`src/rtl/apb_req_master.sv`:
```
// Initiator-side APB4 bridge: turns a req/gnt/rvalid core data port into
// APB SETUP/ACCESS transfers, with a wait-state timeout against hung slaves.
module apb_req_master #(
   parameter int APB_ADDR_WIDTH = 32,
   parameter int APB_DATA_WIDTH = 32,
   parameter int TIMEOUT_CYCLES = 255
) (
   input  logic                        clk_i,
   input  logic                        rst_ni,
   input  logic                        req_i,
   output logic                        gnt_o,
   input  logic [APB_ADDR_WIDTH-1:0]   addr_i,
   input  logic                        we_i,
   input  logic [APB_DATA_WIDTH/8-1:0] be_i,
   input  logic [APB_DATA_WIDTH-1:0]   wdata_i,
   output logic                        rvalid_o,
   output logic [APB_DATA_WIDTH-1:0]   rdata_o,
   output logic                        err_o,
   output logic [APB_ADDR_WIDTH-1:0]   paddr_o,
   output logic [APB_DATA_WIDTH-1:0]   pwdata_o,
   output logic                        pwrite_o,
   output logic [APB_DATA_WIDTH/8-1:0] pstrb_o,
   output logic                        psel_o,
   output logic                        penable_o,
   input  logic [APB_DATA_WIDTH-1:0]   prdata_i,
   input  logic                        pready_i,
   input  logic                        pslverr_i
);

   localparam int STRB_W = APB_DATA_WIDTH / 8;
   localparam int CNT_W  = (TIMEOUT_CYCLES > 0) ? $clog2(TIMEOUT_CYCLES + 1) : 1;
   localparam logic [CNT_W-1:0] CNT_MAX  = '1;
   localparam logic [CNT_W-1:0] CNT_LAST = CNT_W'(TIMEOUT_CYCLES);

   typedef enum logic [1:0] {
      IDLE   = 2'd0,
      SETUP  = 2'd1,
      ACCESS = 2'd2
   } state_t;

   state_t                    r_state;
   logic [APB_ADDR_WIDTH-1:0] r_paddr;
   logic [APB_DATA_WIDTH-1:0] r_pwdata;
   logic                      r_pwrite;
   logic [STRB_W-1:0]         r_pstrb;
   logic                      r_psel;
   logic                      r_penable;
   logic                      r_rvalid;
   logic [APB_DATA_WIDTH-1:0] r_rdata;
   logic                      r_err;
   logic [CNT_W-1:0]          r_cnt;

   logic [CNT_W-1:0]          w_cnt_inc;
   logic                      w_timeout;

   // Saturating wait-state count including the current cycle.
   assign w_cnt_inc = (r_cnt == CNT_MAX) ? r_cnt : r_cnt + CNT_W'(1);
   assign w_timeout = (TIMEOUT_CYCLES != 0) && (w_cnt_inc == CNT_LAST);

   assign gnt_o     = rst_ni && (r_state == IDLE) && req_i;
   assign paddr_o   = r_paddr;
   assign pwdata_o  = r_pwdata;
   assign pwrite_o  = r_pwrite;
   assign pstrb_o   = r_pstrb;
   assign psel_o    = r_psel;
   assign penable_o = r_penable;
   assign rvalid_o  = r_rvalid;
   assign rdata_o   = r_rdata;
   assign err_o     = r_err;

   always_ff @(posedge clk_i or negedge rst_ni) begin
      if (!rst_ni) begin
         r_state   <= IDLE;
         r_paddr   <= '0;
         r_pwdata  <= '0;
         r_pwrite  <= 1'b0;
         r_pstrb   <= '0;
         r_psel    <= 1'b0;
         r_penable <= 1'b0;
         r_rvalid  <= 1'b0;
         r_rdata   <= '0;
         r_err     <= 1'b0;
         r_cnt     <= '0;
      end else begin
         r_rvalid <= 1'b0;
         case (r_state)
            IDLE: begin
               if (req_i) begin
                  r_paddr  <= addr_i;
                  r_pwrite <= we_i;
                  r_pwdata <= wdata_i;
                  r_pstrb  <= we_i ? be_i : '0;
                  r_psel   <= 1'b1;
                  r_state  <= SETUP;
               end
            end
            SETUP: begin
               r_penable <= 1'b1;
               r_state   <= ACCESS;
            end
            ACCESS: begin
               if (pready_i) begin
                  r_psel    <= 1'b0;
                  r_penable <= 1'b0;
                  r_rvalid  <= 1'b1;
                  r_rdata   <= r_pwrite ? '0 : prdata_i;
                  r_err     <= pslverr_i;
                  r_cnt     <= '0;
                  r_state   <= IDLE;
               end else if (w_timeout) begin
                  r_psel    <= 1'b0;
                  r_penable <= 1'b0;
                  r_rvalid  <= 1'b1;
                  r_rdata   <= '0;
                  r_err     <= 1'b1;
                  r_cnt     <= '0;
                  r_state   <= IDLE;
               end else begin
                  r_cnt <= w_cnt_inc;
               end
            end
            default: r_state <= IDLE;
         endcase
      end
   end

endmodule

```
`config.mk`:
```
export PLATFORM = sky130hd
export DESIGN_NAME = apb_req_master
export DESIGN_NICKNAME = d
export VERILOG_FILES = /design/src/rtl/apb_req_master.sv
export SDC_FILE = /design/constraint.sdc
export NUM_CORES = 1
export LEC_CHECK = 0
export BUFFER_PORTS_ARGS = -buffer_cell sky130_fd_sc_hd__buf_2
export CAP_MARGIN = 20
export CORE_ASPECT_RATIO = 0.7
export CORE_MARGIN = 2
export CORE_UTILIZATION = 35
export CTS_CLUSTER_DIAMETER = 50
export DETAILED_ROUTE_END_ITERATION = 6
export GPL_ROUTABILITY_DRIVEN = 0
export GPL_TIMING_DRIVEN = 0
export SLEW_MARGIN = 20
export SYNTH_ARGS = -nofsm -noshare
export SYNTH_HDL_FRONTEND = slang
export SYNTH_SLANG_ARGS = --single-unit
```
`constraint.sdc`:
```
create_clock -name clk_i -period 4.47 [get_ports clk_i]
set_input_delay 0.6705 -clock clk_i [delete_from_list [all_inputs] [get_ports clk_i]]
set_output_delay 0.6705 -clock clk_i [all_outputs]
set_load 0.1 [all_outputs]
```
==> key figures <==
Routing
  – DR vias/cell: approximately 5
  – Total number of vias: about 3,600
  – Final wirelength: 11.5 mm
  – DR DRC count: 0
  – First-pass DRT Iterations: 4
  – Initial DRC Count: 180
  – Post-DRT Antenna Nets: 0
  – DR WL/cell: 15.8 um

Critical path
  – Critical path arrival: 2.81 ns
  – Most used cell, CP: clkbuf_1
  – Worst-path cell chain: nor3b_1 > clkbuf_1 > clkbuf_1 > and2_1 > buf_2
  – CP startpoint kind: flip-flop
  – Worst r2r src: r_cnt[0]
  – Top delay family on crit path: buffers and inverters
  – Worst reg2reg endpoint: err_o
  – Worst Path Required: 3.80 ns
  – CP bufs+invs: 3
  – R2R depth: 9
  – Worst setup EP type: output pin
  – Kind of critical path: flip-flop to output pin
  – R2R setup slack: between 1.5 and 2 ns
  – Crit-path slowest cell: clkbuf_1
  – Maximum fanout along the worst path: 10
  – Slowest stage delay, CP: 0.50 ns

STA
  – Final Hold Viols: 0
  – Final slew viol count: 0
  – Worst Skew: 0.00984 ns
  – Unrepaired setup endpoints after global routing: false
  – Fin Hold WS: around 0.2 ns
  – Fmax: 287 MHz
  – Finish-stage setup viols: 0
  – Final Cycle Share: approximately 80%
  – Min Tclk post-route: 3.48 ns
  – Rel. slew slack: 53.5%
  – Worst-Margin Slew: roughly 0.7 ns
  – Setup TNS: 0 ns

Die
  – Core area: 12,500 um2
  – Ports: about 210
  – Row cnt: 34
  – Die Height: about 99 um
  – Die width: 140 um
  – Die ar.: 13,900 um2
  – Initial Util: approximately 36%

Run
  – # Max-Cap Violations: 0

Yosys
  – Syn avg cell area: 14.0 um2
  – Main synth FF type: dfrtp_1
  – YS warnings: 0
  – Synth area leader: dfrtp_1
  – Commonest cells post-synth: dfrtp_1, mux2_2, a22o_1, clkbuf_1, nor2_1
  – Top-count cell post-synth: dfrtp_1
  – Area contributors post-synth: dfrtp_1, mux2_2, a22o_1
  – Distinct cells, synth: 41
  – Sequential area share after synthesis: 63.2%
  – Register bit count reported by yosys: 115
  – Mapped Cells: 326
  – Mapped Area: approximately 4600 um2
  – Number of synthesized flops with an enable pin: 0
  – Asr flop ratio synth: between 90% and 100%
  – Post-synth top area share: 63.2%
  – Synthesized Nets: ~430

Global routing
  – Largest net degree at the start of global routing: 70
  – Vias in the first global route: 3,622
  – First-pass GRT wire length: 18.7 mm
  – GRT Util Overall: ~17%
  – Initial antenna violation count: 0
  – Grt total ovfl: 0

Layout
  – Share of layout cells above drive strength 1: 55.6%
  – Area grow syn2layout: 41.1%
  – # diodes: 0
  – Nets: 663
  – Layout filler cell count: between 1,000 and 1,500

Clocking
  – Maximum clock insertion buffer count: 2
  – # clock sinks: roughly 120
  – Cts hold-fix bufs: 0
  – CTS Root Cell: clkbuf_16
  – CTS tree: done
  – Inserted Clock Buffers: 17
  – Buffer count from post-CTS setup fixing: 0
  – CTS H-tree depth: 4
  – Post-CTS Resized: 0
  – Clock-pin slew on the worst setup and hold paths: 0.05 ns
  – Worst-Skew Late Latency: 0.41 ns

Worst hold path
  – Worst min path class: primary input to asynchronous set/reset pin

Outcome
  – Status: completed

Placement
  – Final HPWL DP: 8.47 mm
  – I/O Buffers: 210
-- logic make-up (layout without fill, tap and decap cells) --
kind of cell,after synthesis,after routing,synth area share (%)
buffers and inverters,28,270,2.83
adder cells (fa/ha/maj),1,1,0.275
flip-flops,115,115,63.2
AO/OA/AOI/OAI,64,64,11.3
AND/OR/NAND/NOR,52,52,6.05
multiplexers,66,66,16.3
-- cell usage in the layout (no fill, tap or decap), drive strengths merged, types with 4 or more instances in the layout --
cell type / Yosys / final
a21oi: 8 / 8
a22o: 33 / 33
a31oi: 5 / 5
buf: 4 / 215
clkbuf: 17 / 34
clkinv: 0 / 5
clkinvlp: 0 / 4
dfrtp: 115 / 115
inv: 7 / 10
mux2: 65 / 65
nand2: 10 / 10
nand3: 7 / 7
nor2: 13 / 13
o21ai: 7 / 7
-- per-stage QoR --
step                      cell area, um2  instances  worst slack (ns)  util [%]
after floorplan                     4550        326              1.33         -
after global placement              5800        698             0.445      46.3
after detailed placement            5840        699              1.01      46.5
after CTS                           6420        730             0.911      51.2
after global routing                6420        730             0.765      51.2
final                               6420        730             0.988      51.2
-- layout make-up --
class / instances / area, um2 / area share, %
inverters: 7 / 26.3 / 0.409
flip-flops and latches: 115 / 2880 / 44.8
clock inverters: 14 / 156 / 2.44
clock buffers: 17 / 425 / 6.63
plain buffers: 21 / 103 / 1.60
multi-input cells: 183 / 1540 / 24.0
well taps: 162 / 203 / 3.16
repair buffers: 211 / 1080 / 16.9
-- routing by layer --
metal  routed length (um)  global-route usage [%]
met1                 5070                    22.2
met2                 5130                    25.9
met3                 1170                    8.14
met4                  133                    4.97
met5                    0                       0
-- state kept, by name (all words and copies together), names as in the netlist --
| name | count |
|---|---|
| paddr_o | 32 |
| err_o | 1 |
| penable_o | 1 |
| pwrite_o | 1 |
| pstrb_o | 4 |
| pwdata_o | 32 |
| r_state | 2 |
| rvalid_o | 1 |
| psel_o | 1 |
| r_cnt | 8 |
| rdata_o | 32 |
-- how the worst max path moves through the flow --
stage,startpoint,endpoint,cells after the start
6_report,r_state[1],gnt_o,5
3_3_place_gp,rst_ni,gnt_o,3
2_1_floorplan,req_i,gnt_o,4
3_5_place_dp,req_i,gnt_o,6
5_1_grt,r_state[1],gnt_o,5
4_1_cts,r_state[1],gnt_o,5
Power is not shown: default switching activity piles up to over one toggle a cycle in this logic, so the estimate is an artifact.
